File: config.mk
export PLATFORM = sky130hd
export DESIGN_NAME = spi_txn_sequencer
export DESIGN_NICKNAME = d
export VERILOG_FILES = /design/src/rtl/spi_txn_sequencer.sv
export SDC_FILE = /design/constraint.sdc
export NUM_CORES = 1
export LEC_CHECK = 0
export CORE_UTILIZATION = 46
export DETAILED_ROUTE_END_ITERATION = 6
export PLACE_DENSITY = 0.77
export REMOVE_ABC_BUFFERS = 1
export SYNTH_ARGS = -nofsm -noshare
export SYNTH_HDL_FRONTEND = slang
export SYNTH_SLANG_ARGS = --single-unit
File: constraint.sdc
create_clock -name clk -period 2 [get_ports clk]
set_clock_uncertainty 0.05 [all_clocks]
set_input_delay 0.6 -clock clk [delete_from_list [all_inputs] [get_ports clk]]
set_output_delay 0.6 -clock clk [all_outputs]
set_load 0.005 [all_outputs]
File: src/rtl/spi_txn_sequencer.sv
// spi_txn_sequencer: multi-byte SPI transaction controller above a single-byte
// SPI engine. Round-robin arbitration between two requesters, per-requester
// active-low chip select, 1-4 byte bursts, CS setup/hold/gap timing and a
// per-byte watchdog.
module spi_txn_sequencer #(
    parameter int unsigned CS_SETUP = 4,
    parameter int unsigned CS_HOLD  = 4,
    parameter int unsigned CS_GAP   = 8,
    parameter int unsigned TIMEOUT  = 1024
) (
    input  logic        clk,
    input  logic        rst,
    input  logic        req0_valid,
    input  logic [1:0]  req0_len,
    input  logic [31:0] req0_wdata,
    output logic        req0_ready,
    input  logic        req1_valid,
    input  logic [1:0]  req1_len,
    input  logic [31:0] req1_wdata,
    output logic        req1_ready,
    output logic        resp0_valid,
    output logic        resp1_valid,
    output logic [31:0] resp_rdata,
    output logic        resp_err,
    output logic [1:0]  cs_n,
    output logic        spi_start,
    output logic [7:0]  spi_data_in,
    input  logic        spi_busy,
    input  logic        spi_new_data,
    input  logic [7:0]  spi_data_out
);

    localparam int unsigned MAX_AB = (CS_SETUP > CS_HOLD) ? CS_SETUP : CS_HOLD;
    localparam int unsigned MAX_CD = (CS_GAP > TIMEOUT) ? CS_GAP : TIMEOUT;
    localparam int unsigned MAXC   = (MAX_AB > MAX_CD) ? MAX_AB : MAX_CD;
    localparam int unsigned CW     = $clog2(MAXC) + 1;

    typedef enum logic [2:0] {
        IDLE,
        SETUP,
        START,
        WAIT,
        HOLD,
        GAP
    } state_t;

    state_t        state, state_d;
    logic [CW-1:0] cnt;
    logic          cnt_zero;
    logic          cur_id;
    logic [1:0]    byte_cnt;
    logic [31:0]   tx_sr;
    logic [31:0]   rx_sr;
    logic          err_q;
    logic          last_grant;
    logic          grant;
    logic          accept;

    assign cnt_zero = (cnt == '0);

    // Next-state logic, arbitration and combinational engine/CS outputs.
    always_comb begin
        state_d     = state;
        req0_ready  = 1'b0;
        req1_ready  = 1'b0;
        spi_start   = 1'b0;
        spi_data_in = '0;
        cs_n        = '1;
        accept      = 1'b0;
        grant       = (req0_valid && req1_valid) ? ~last_grant : req1_valid;
        case (state)
            IDLE: begin
                if (req0_valid || req1_valid) begin
                    req0_ready = ~grant;
                    req1_ready = grant;
                    accept     = 1'b1;
                    state_d    = SETUP;
                end
            end
            SETUP: begin
                cs_n = cur_id ? 2'b01 : 2'b10;
                if (cnt_zero) state_d = START;
            end
            START: begin
                cs_n = cur_id ? 2'b01 : 2'b10;
                if (!spi_busy) begin
                    spi_start   = 1'b1;
                    spi_data_in = tx_sr[31:24];
                    state_d     = WAIT;
                end
            end
            WAIT: begin
                cs_n = cur_id ? 2'b01 : 2'b10;
                if (spi_new_data) state_d = (byte_cnt == 2'd0) ? HOLD : START;
                else if (cnt_zero) state_d = HOLD;
            end
            HOLD: begin
                cs_n = cur_id ? 2'b01 : 2'b10;
                if (cnt_zero) state_d = GAP;
            end
            GAP: begin
                if (cnt_zero) state_d = IDLE;
            end
            default: state_d = IDLE;
        endcase
        // Outputs take their idle values for every cycle rst is high.
        if (rst) begin
            req0_ready  = 1'b0;
            req1_ready  = 1'b0;
            accept      = 1'b0;
            spi_start   = 1'b0;
            spi_data_in = '0;
            cs_n        = '1;
        end
    end

    // State register.
    always_ff @(posedge clk) begin
        if (rst) state <= IDLE;
        else     state <= state_d;
    end

    // Datapath: request latch, shift registers, shared timing counter, response.
    always_ff @(posedge clk) begin
        if (rst) begin
            cnt         <= '0;
            cur_id      <= 1'b0;
            byte_cnt    <= '0;
            tx_sr       <= '0;
            rx_sr       <= '0;
            err_q       <= 1'b0;
            last_grant  <= 1'b1;
            resp0_valid <= 1'b0;
            resp1_valid <= 1'b0;
            resp_rdata  <= '0;
            resp_err    <= 1'b0;
        end else begin
            resp0_valid <= 1'b0;
            resp1_valid <= 1'b0;
            case (state)
                IDLE: begin
                    if (accept) begin
                        cur_id     <= grant;
                        last_grant <= grant;
                        byte_cnt   <= grant ? req1_len : req0_len;
                        tx_sr      <= grant ? req1_wdata : req0_wdata;
                        rx_sr      <= '0;
                        err_q      <= 1'b0;
                        cnt        <= CW'(CS_SETUP - 1);
                    end
                end
                SETUP: begin
                    if (!cnt_zero) cnt <= cnt - 1'b1;
                end
                START: begin
                    if (!spi_busy) begin
                        tx_sr <= {tx_sr[23:0], 8'h00};
                        cnt   <= CW'(TIMEOUT - 1);
                    end
                end
                WAIT: begin
                    // A done pulse on the final count still wins over the watchdog.
                    if (spi_new_data) begin
                        rx_sr <= {rx_sr[23:0], spi_data_out};
                        if (byte_cnt == 2'd0) cnt <= CW'(CS_HOLD - 1);
                        else byte_cnt <= byte_cnt - 2'd1;
                    end else if (cnt_zero) begin
                        err_q <= 1'b1;
                        cnt   <= CW'(CS_HOLD - 1);
                    end else begin
                        cnt <= cnt - 1'b1;
                    end
                end
                HOLD: begin
                    if (cnt_zero) begin
                        resp0_valid <= ~cur_id;
                        resp1_valid <= cur_id;
                        resp_rdata  <= rx_sr;
                        resp_err    <= err_q;
                        cnt         <= CW'(CS_GAP - 1);
                    end else begin
                        cnt <= cnt - 1'b1;
                    end
                end
                GAP: begin
                    if (!cnt_zero) cnt <= cnt - 1'b1;
                end
                default: cnt <= '0;
            endcase
        end
    end

endmodule
Word level (Yosys, flattened, before mapping)
Cells that the tools add are included.

Output and inout bits: 48. Input port bits: 82. Register bits: 118. Word-level logic and storage cells: 107.

Reductions and logical operators: 18. Add/sub/neg operators: 2. Multiplexer cells: 52. Equal/unequal tests: 18. Bitwise gates (word level): 5.

Operators by type and width (number): 32-bit two-way mux (5); 32-bit one-hot mux with 2 select lines (2); 11-bit two-way mux (7); 11-bit one-hot mux with 5 select lines (1); 3-bit two-way mux (8); 8-bit two-way mux (3); 2-bit != test, second input constant (11); 3-bit one-hot mux with 6 select lines (1); 1-bit two-way mux (16); 2-bit two-way mux (7); 4-bit AND reduction (3); 11-bit zero test (1); 11-bit by 1-bit subtractor with 11-bit output, second input constant (1); 3-bit by 2-bit == test with 1-bit output, second input constant (2); 3-bit == test, second input constant (2); 3-bit != test, second input constant (2); 3-bit AND reduction (2); 6-bit AND reduction (1); 1-bit NOT (5); 2-bit one-hot mux with 2 select lines (1); 2-bit AND reduction (2); 2-bit nonzero test (2); 4-bit OR reduction (1); 3-bit by 1-bit == test with 1-bit output, second input constant (1); 8 further kinds (8).

Longest topological paths before layout
Gate-level depths: netlist of run 1.

Depth after elaboration: 6. Mapped depth: 10. Mapped depth without buffers: 7.

Worst setup path after synthesis of run 1
No wires, ideal clock.

Kind: input to output. Start: in req1_valid. End: out req1_ready. Buffers on the path: 2. Cell stages on the path: 5. Required time: 1350 ps. Arrival: 1468 ps. Setup slack: -118 ps. Cells stage by stage: a21boi_0 > buf_2 > buf_2 > nand2_1 > nor2_1.

Cells in the longest elaborated chain, start to end: 5. Elaborated cells on any way between the ends: 6. Those cells by class: 4 x mux; 2 x reduce/logical.

Ends and longest elaborated chain: from (decl) (RTL line 17) `input logic req1_valid,`; 1-bit logical AND (RTL line 70) `grant = (req0_valid && req1_valid) ? ~last_grant : req1_valid;`; 1-bit two-way mux (RTL line 70); 1-bit two-way mux (*) (RTL line 73) `if (req0_valid || req1_valid) begin`; 1-bit two-way mux (*) (RTL line 71) `case (state)`; 1-bit two-way mux (*) (RTL line 107) `if (rst) begin`; to (decl) (RTL line 20) `output logic req1_ready,`.

Every way passes the cells marked *; elsewhere a longest branch is shown, timed or not.

Worst setup path in the final report of run 1
Start: reg state[2]. End: out spi_data_in[1].

Cells in the longest elaborated chain, start to end: 3.

Ends and longest elaborated chain: from (decl) (RTL line 47) `state_t state, state_d;`; from (signal assigned) (RTL line 120) `else state <= state_d;`; 3-bit by 2-bit == test with 1-bit output (RTL line 71); 8-bit two-way mux (RTL line 71); 8-bit two-way mux (RTL line 107); to (decl) (RTL line 27) `output logic [7:0] spi_data_in,`.

Every way passes these cells.

==> flow_metrics.tcl, run 1 <==
set metrics [dict create \
    status "complete, but fails checks" \
    violations "negative setup slack" \
    ys_warn_count 0 \
    clock-sinks 118 \
    drcViolationCount 0 \
    die_h_um 114 \
    wl_per_cell_um 17.7 \
    p_comb_share_pct 43.4 \
    slowest_stage "dfxtp_2" \
    grt_pass1_wl_um 25300 \
    min_from "tx_sr[3]$_SDFFE_PP0P_" \
    relSlewSlack_pct 62.3 \
    seqPwrFrac_pct 26.6 \
    met3_length_um 892 \
    antenna_found_initial 0 \
    clkLatencyLatePin_ps 410 \
    ir_worst_vdd_uv 600 \
    clk_pin_slew_ps 60 \
    synthFlopType "dfxtp_1" \
    max_stage_delay_ps 330 \
    cp-start-kind "flip-flop" \
    final_nets 953 \
    areaGrowthSynthToFinish_pct 57.0 \
    start_util_pct 47.5 \
    p_sw_share_pct 35.5 \
    finalHoldViolCount 0 \
    path_cells "nor3b_4 -> nor3b_4 -> buf_6 -> buf_6 -> buf_6 -> and2_4 -> buf_6" \
    num_vias 5840 \
    core.rowCount 40 \
    ys_ff_latch 118 \
    grt_pass1_vias 5357 \
    drive_gt1_share_pct 33.6 \
    setup_viol 44 \
    critPathKind "reg -> out" \
    dp_hpwl_um 10300 \
    design.portCount 130 \
    yosysTopAreaCell "dfxtp_1" \
    cts-root-buf "clkbuf_16" \
    required_ps 1350 \
    design.core.area_um2 12100 \
    dpl-instance-area_um2 7490 \
    fmax_mhz 397 \
    wl_um 18600 \
    m1WireLength_um 7530 \
    synth_edf_count 0 \
    cp_data_arrival_time_ps 1870 \
    cts_hold_buf 0 \
    end_kind "output port" \
    synth_cell_types 60 \
    fill_cells 790 \
    antenna_cells 0 \
    top_layer_used "met4" \
    wl_met2_um 9710 \
    crit_path_frequent_cell "buf_6" \
    final_core_util_pct 74.5 \
    final_cell_area_um2 9030 \
    ys_seq_area_share_pct 41.1 \
    p_switching_w 0.00389 \
    worst_pin_slew_ps 566 \
    post-route-min-period_ps 2520 \
    most-common-layout-cells "dfxtp_1, clkdlybuf4s50_1, nand2_1" \
    drv_cap 0 \
    power_density_nw_per_um2 1210 \
    routed_via_density 5.56 \
    drtPass1Iterations 5 \
    io_buffers 129 \
    syn_inst 686 \
    die_w_um 114 \
    internal_power_w 0.00706 \
    timing.rr.start "state[1]$_SDFFE_PP0P_" \
    avgSynthCellArea_um2 8.38 \
    setup_ws_ps -519 \
    cp-startpoint "state[2]$_SDFFE_PP0P_" \
    synthArstFlopShare_pct 0 \
    hp-class "reg -> reg" \
    overflow 0 \
    cp_max_fo 3 \
    cts_buffer_depth 2 \
    grt_usage_pct 24.7 \
    die_area_um2 13000 \
    leakage_nw 3.44 \
    syn_area_um2 5750 \
    yosysTopAreaCellShare_pct 41.1 \
    grt_start_max_net_pins 98 \
    fin_crit_sh_pct 126 \
    cts_htree_levels 4 \
    finalMaxSlewViolations 0 \
    final_common_cell "dfxtp_1" \
    synth.area.top_cells "dfxtp_1, mux2i_1, nand2_1" \
    ant_nets 0 \
    cts-buffers-inserted 17 \
    rsz0062_at_grt "yes" \
    gp_congestion 0.846 \
    cts_tree "done" \
    clkPwrFrac_pct 30.0 \
    drt-initial-drc-count 493 \
]
-- power by group through the flow --
stage	logic [W]	registers, W	clock network [W]
after CTS	0.00364	0.00289	0.00328
after floorplan	0.00196	0.00294	0
after detailed placement	0.00348	0.00293	0
final	0.00475	0.00292	0.00329
after global routing	0.00504	0.00295	0.00341
after global placement	0.00336	0.00291	0
-- Yosys cell counts (all sizes together) (3+ instances only) --
library cell	n
and2	8
nor3b	3
inv	9
or3	9
buf	23
a211oi	6
a21oi	86
nor4	6
nor3	8
o32ai	3
a211o	3
mux2i	58
nand3	40
nor2	40
o21ai	36
nand2b	7
dfxtp	118
o2bb2ai	3
o21bai	3
and3	5
clkbuf	32
nand2	146
a22o	4
a31oi	3
-- layer usage --
metal	vias up	track usage [%]
li1	2755	-
met1	2841	29.1
met2	205	43.5
met3	39	4.36
met4	0	11.6
met5	-	0
-- registers in the layout, indices dropped and copies added (netlist names) --
| register | cells |
|---|---|
| byte_cnt | 2 |
| cnt | 11 |
| cur_id | 1 |
| err_q | 1 |
| last_grant | 1 |
| resp0_valid | 1 |
| resp1_valid | 1 |
| resp_err | 1 |
| resp_rdata | 32 |
| rx_sr | 32 |
| state | 3 |
| tx_sr | 32 |
-- repair_timing --
| item | CTS | global route |
|---|---|---|
| buffers inserted | 8 | 23 |
| gates resized for setup | 72 | 122 |
| gates cloned | 1 | 6 |
| pin swaps | 11 | 33 |
| setup endpoints to repair | 111 | 112 |
-- cell type report --
class,instances,area (µm²),area share [%]
Clock inverter,14,196,2.18
Clock buffer,18,439,4.86
Multi-Input combinational cell,504,3540,39.2
Timing Repair Buffer,219,2240,24.8
Sequential cell,118,2370,26.2
Tap cell,168,210,2.33
Inverter,9,37.5,0.416
-- logic make-up (layout without fill, tap and decap cells) --
family                   Yosys count  count (layout)  synth area share [%]
XOR/XNOR                           1               1                 0.152
multiplexers                      58              58                  10.1
adder cells (fa/ha/maj)            2               2                 0.435
buffers and inverters             64             260                  5.85
flip-flops                       118             118                  41.1
AO/OA/AOI/OAI                    162             162                  18.3
AND/OR/NAND/NOR                  281             281                  24.1
-- worst paths after layout --
kind	end	slack [ps]	cells past startpoint
worst min-delay path	tx_sr[3]$_SDFFE_PP0P_	410	2
worst max-delay path	spi_data_in[1]	-520	7
worst min register to register	tx_sr[3]$_SDFFE_PP0P_	410	2
worst max register to register	rx_sr[17]$_SDFFE_PP0P_	-100	10
-- stage by stage --
stage	setup TNS [ps]	total power [W]	std cells	hold slack, ps	worst slack (ps)
after floorplan	-171080	0.00490	631	375	-3450
after global placement	-45070	0.00627	982	389	-793
after detailed placement	-50300	0.00641	982	398	-834
after CTS	-5270	0.00981	1023	404	-495
after global routing	-8820	0.0114	1050	428	-565
final	-6480	0.0110	1050	409	-519
-- critical path: cells and delay by family (launching register included) --
kind / cells / cell delay [ps]
AND/OR/NAND/NOR: 3 / 710
buffers and inverters: 4 / 400
flip-flops: 1 / 330
No activity file was read; power rests on OpenSTA's default activity.
==> run 2, diff against run 1 <==
--- a/config.mk
+++ b/config.mk
@@ -7,7 +7,8 @@
 export LEC_CHECK = 0
 export CORE_UTILIZATION = 46
 export DETAILED_ROUTE_END_ITERATION = 6
-export PLACE_DENSITY = 0.77
+export HOLD_SLACK_MARGIN = 0.1
+export PLACE_DENSITY = 0.83
 export REMOVE_ABC_BUFFERS = 1
 export SYNTH_ARGS = -nofsm -noshare
 export SYNTH_HDL_FRONTEND = slang
==> flow_metrics.tcl, run 2 (synthesized netlist as in run 1, its figures left out) <==
set metrics [dict create \
    clkLatencyLatePin_ps 410 \
    clock-sinks 118 \
    drv_cap 0 \
    ir_worst_vdd_uv 629 \
    cp_max_fo 3 \
    end_kind "output port" \
    routed_via_density 5.79 \
    design.core.area_um2 12100 \
    finalHoldViolCount 0 \
    hp-class "reg -> reg" \
    critPathKind "reg -> out" \
    finalMaxSlewViolations 0 \
    final_common_cell "dfxtp_1" \
    overflow 0 \
    die_h_um 114 \
    dp_hpwl_um 10600 \
    ant_nets 0 \
    cts_htree_levels 4 \
    setup_viol 57 \
    drcViolationCount 0 \
    relSlewSlack_pct 34.6 \
    p_total_w 0.0105 \
    grt_usage_pct 25.6 \
    grt_pass1_vias 5580 \
    cp-start-kind "flip-flop" \
    leakage_nw 3.45 \
    start_util_pct 47.5 \
    grt_start_max_net_pins 70 \
    die_area_um2 13000 \
    cts-buffers-inserted 17 \
    drive_gt1_share_pct 31.7 \
    fin_crit_sh_pct 122 \
    cts_tree "done" \
    timing.rr.start "state[2]$_SDFFE_PP0P_" \
    grt_pass1_wl_um 26400 \
    min_from "tx_sr[4]$_SDFFE_PP0P_" \
    clk_pin_slew_ps 60 \
    final_core_util_pct 73.2 \
    cp-startpoint "state[0]$_SDFFE_PP0P_" \
    top_regs "resp_rdata x32, rx_sr x32, tx_sr x32" \
    io_buffers 129 \
    setup_ws_ps -448 \
    power_density_nw_per_um2 1190 \
    num_vias 6071 \
    fmax_mhz 409 \
    die_w_um 114 \
    status "complete, but fails checks" \
    design.portCount 130 \
    post-route-min-period_ps 2450 \
    cts_buffer_depth 2 \
    cts-root-buf "clkbuf_16" \
    final_nets 953 \
    core.rowCount 40 \
    antenna_found_initial 0 \
    dpl-instance-area_um2 7480 \
    wl_um 19600 \
    gp_congestion 0.860 \
    drtPass1Iterations 5 \
    required_ps 1350 \
    cp_data_arrival_time_ps 1800 \
    worst_pin_slew_ps 981 \
    violations "negative setup slack" \
    most-common-layout-cells "dfxtp_1, clkdlybuf4s50_1, nand2_1" \
    antenna_cells 0 \
    rsz0062_at_grt "yes" \
    post-place-ws_ps -799 \
    drt-initial-drc-count 419 \
    wl_per_cell_um 18.7 \
    final_cell_area_um2 8870 \
    whs_ps 401 \
    areaGrowthSynthToFinish_pct 54.2 \
]
[run 2: cell types whose count changed in the layout (fill, tap and decap cells not counted), moves of 3 or more]
| cell | delta |
|---|---|
| dlygate4sd2_1 | +4 |
| and2_4 | -5 |
| inv_6 | -3 |
| buf_6 | -4 |
| o21ai_1 | +3 |
| clkbuf_8 | +3 |
| nand2_4 | +4 |
| buf_2 | +3 |
| and2_1 | +5 |
[run 2: stage by stage]
stage	cells	TNS, ps
floorplan	631	-171080
global placement	986	-37000
detailed placement	986	-43100
CTS	1027	-4190
global route	1048	-11340
finish	1048	-8130
[run 2: cell type report]
cell class,instances,area [µm²]
multi-input combinational,504,3480
fill,806,3250
sequential,118,2370
timing repair buffer,219,2190
clock buffer,22,484
tap,168,210
clock inverter,8,98.8
inverter,9,33.8
[run 2: power by group]
| part | internal, W | switching (W) | total [W] | leakage (nW) |
|---|---|---|---|---|
| Clock | 0.00194 | 0.00107 | 0.00302 | 0.284 |
| Combinational | 0.00211 | 0.00247 | 0.00458 | 2.20 |
| Sequential | 0.00266 | 0.000289 | 0.00295 | 0.959 |
| Total | 0.00672 | 0.00383 | 0.0105 | 3.45 |
[run 2: path summary, 6_finish.rpt]
| path | end | slack, ps | depth (start not counted) |
|---|---|---|---|
| setup / recovery | spi_data_in[0] | -450 | 7 |
| hold / removal | tx_sr[4]$_SDFFE_PP0P_ | 400 | 2 |
| setup reg to reg | cnt[2]$_SDFFE_PP0P_ | -150 | 11 |
| hold reg to reg | tx_sr[4]$_SDFFE_PP0P_ | 400 | 2 |
[run 2: layer usage]
layer	track usage, %	wire length (µm)	vias up
met5	0	0	-
met4	11.3	811	0
met3	5.79	1630	83
met2	44.5	9700	359
met1	30.2	7420	2878
li1	-	-	2751
[run 2: repair_timing]
item	CTS	global route
hold endpoints to repair	0	0
endpoints found under the setup margin	90	101
hold buffers	0	0
pin swaps	5	35
buffers inserted	10	17
gates cloned	1	6
resized for setup	79	103
[run 2: critical path, cell delays in order, from the launching register on]
cell,delay (ps)
dfxtp_2,330
nor3b_4,230
nor3b_4,290
buf_6,140
buf_6,90
buf_6,80
and2_4,140
buf_6,90
==> run 3, diff against run 2 <==
--- a/config.mk
+++ b/config.mk
@@ -5,7 +5,8 @@
 export SDC_FILE = /design/constraint.sdc
 export NUM_CORES = 1
 export LEC_CHECK = 0
-export CORE_UTILIZATION = 46
+export CORE_UTILIZATION = 48
+export CTS_CLUSTER_DIAMETER = 150
 export DETAILED_ROUTE_END_ITERATION = 6
 export HOLD_SLACK_MARGIN = 0.1
 export PLACE_DENSITY = 0.83
==> constraint.sdc (replaced) <==
create_clock -name clk -period 3.1 [get_ports clk]
set_clock_uncertainty 0.05 [all_clocks]
set_input_delay 0.93 -clock clk [delete_from_list [all_inputs] [get_ports clk]]
set_output_delay 0.93 -clock clk [all_outputs]
set_load 0.005 [all_outputs]
==> flow_metrics.tcl, run 3 (synthesized netlist as in run 1, its figures left out) <==
set metrics [dict create \
    violations "design-rule violations" \
    antenna_cells 0 \
    path_buf_inv 4 \
    grt_pass1_wl_um 24300 \
    worst_pin_slew_ps 764 \
    cts_tree "done" \
    leakage_nw 2.92 \
    ir_worst_vdd_uv 402 \
    cts_htree_levels 4 \
    p_comb_share_pct 33.3 \
    wl_per_cell_um 15.2 \
    clkPwrFrac_pct 33.6 \
    setup_tns_ps 0 \
    multiInputGateArea_um2 3090 \
    drv_cap 0 \
    cp-start-kind "primary input" \
    drt-initial-drc-count 333 \
    rr_endpoint "resp_rdata[20]$_SDFFE_PP0P_" \
    most-common-layout-cells "dfxtp_1, nand2_1, clkdlybuf4s50_1" \
    start_util_pct 49.7 \
    required_ps 2120 \
    wl_um 14700 \
    cts-buffers-inserted 17 \
    fin_crit_sh_pct 99.1 \
    gp_congestion 0.893 \
    clock-sinks 118 \
    seq_area_um2 2360 \
    drive_gt1_share_pct 17.1 \
    power_density_nw_per_um2 741 \
    design.portCount 130 \
    fill_cells 940 \
    grt_start_max_net_pins 63 \
    status "complete, but fails checks" \
    die_w_um 111 \
    post-route-min-period_ps 3070 \
    p_total_w 0.00575 \
    ant_nets 0 \
    p_sw_share_pct 36.4 \
    grt_pass1_vias 5153 \
    min_from "rx_sr[28]$_SDFFE_PP0P_" \
    setup_viol 0 \
    io_buffers 129 \
    drcViolationCount 9 \
    dp_hpwl_um 9740 \
    placed_cells 924 \
    cts_hold_buf 0 \
    core.rowCount 39 \
    seqPwrFrac_pct 33.1 \
    clk_pin_slew_ps 60 \
    clkLatencyLatePin_ps 410 \
    routed_via_density 5.52 \
    antenna_found_initial 0 \
    critPathKind "in -> out" \
    internal_power_w 0.00366 \
    grt_usage_pct 24.1 \
    cp_data_arrival_time_ps 2090 \
    hp-class "reg -> reg" \
    cp.depth 6 \
    die_area_um2 12400 \
    top_regs "resp_rdata x32, rx_sr x32, tx_sr x32" \
    die_h_um 111 \
    worstHoldEndpoint "resp_rdata[28]$_SDFFE_PP0P_" \
    areaGrowthSynthToFinish_pct 35.0 \
    finalMaxSlewViolations 0 \
    hold_depth 2 \
    cp-startpoint "spi_busy" \
    cts-root-buf "clkbuf_16" \
    fin_cells 963 \
    fmax_mhz 325 \
    num_vias 5315 \
    end_kind "output port" \
    cp_max_fo 4 \
    final_core_util_pct 67.1 \
    path_cells "dlygate4sd2_1 -> nor3b_2 -> buf_4 -> buf_4 -> and2_1 -> dlygate4sd2_1" \
    p_switching_w 0.00209 \
    drtPass1Iterations 7 \
    final_nets 891 \
    timing.rr.start "cnt[0]$_SDFFE_PP0P_" \
    slowest_stage "dlygate4sd2_1" \
    worst-r2r-cell-count 7 \
    path_delay_family "buffers and inverters" \
    overflow 0 \
    relSlewSlack_pct 49.1 \
    final_common_cell "dfxtp_1" \
    max_stage_delay_ps 260 \
    design.core.area_um2 11600 \
    finalHoldViolCount 0 \
    r2r_slack_ps 620 \
    cts_buffer_depth 2 \
]
## run 3: power groups by stage
stage | registers, W | logic (W) | clock network, W
after floorplan | 0.00190 | 0.00127 | 0
after global placement | 0.00191 | 0.00179 | 0
after detailed placement | 0.00193 | 0.00186 | 0
after CTS | 0.00190 | 0.00188 | 0.00196
after global routing | 0.00193 | 0.00210 | 0.00204
final | 0.00190 | 0.00192 | 0.00193
## run 3: worst max path at each step
stage | endpoint | slack [ps]
after floorplan | req1_ready | -3010
after global placement | req0_ready | -360
after detailed placement | req0_ready | -350
after CTS | spi_start | 30
after global routing | spi_data_in[4] | -1
final | spi_data_in[4] | 30
## run 3: per-layer routing
layer  global-route usage (%)  vias up  wire length (µm)
li1                         -     2627                 -
met1                     28.6     2510              6200
met2                     42.8      159              7690
met3                     4.52       19               569
met4                     10.1        0               204
met5                        0        -                 0
## run 3: final cells by class
type / instances / area share (%)
Timing Repair Buffer: 157 / 19.4
Tap cell: 143 / 2.30
Inverter: 9 / 0.435
Clock buffer: 17 / 5.48
Multi-Input combinational cell: 504 / 39.9
Sequential cell: 118 / 30.4
Clock inverter: 15 / 2.11
## run 3: worst register-to-register path, stage by stage, from the launching register on
cell     delay (ps)
dfxtp_1         360
inv_1            80
ha_1            250
nor4b_4         350
and3_1          400
and3_4          620
nand2_1         150
a21oi_1         150
## run 3: per-stage QoR
step	worst slack, ps	hold slack (ps)	cell area (µm²)
after CTS	27.0	406	7750
final	26.9	404	7760
after floorplan	-3010	375	5450
after detailed placement	-349	398	7130
after global placement	-360	388	7130
after global routing	-1.01	420	7760
## run 3: timing repair
item                                    in CTS  in global routing
gates resized for setup                     18                  3
buffers inserted                             5                  1
endpoints found under the setup margin      11                  6
pin swaps                                    1                  1
cloned                                       1                  0
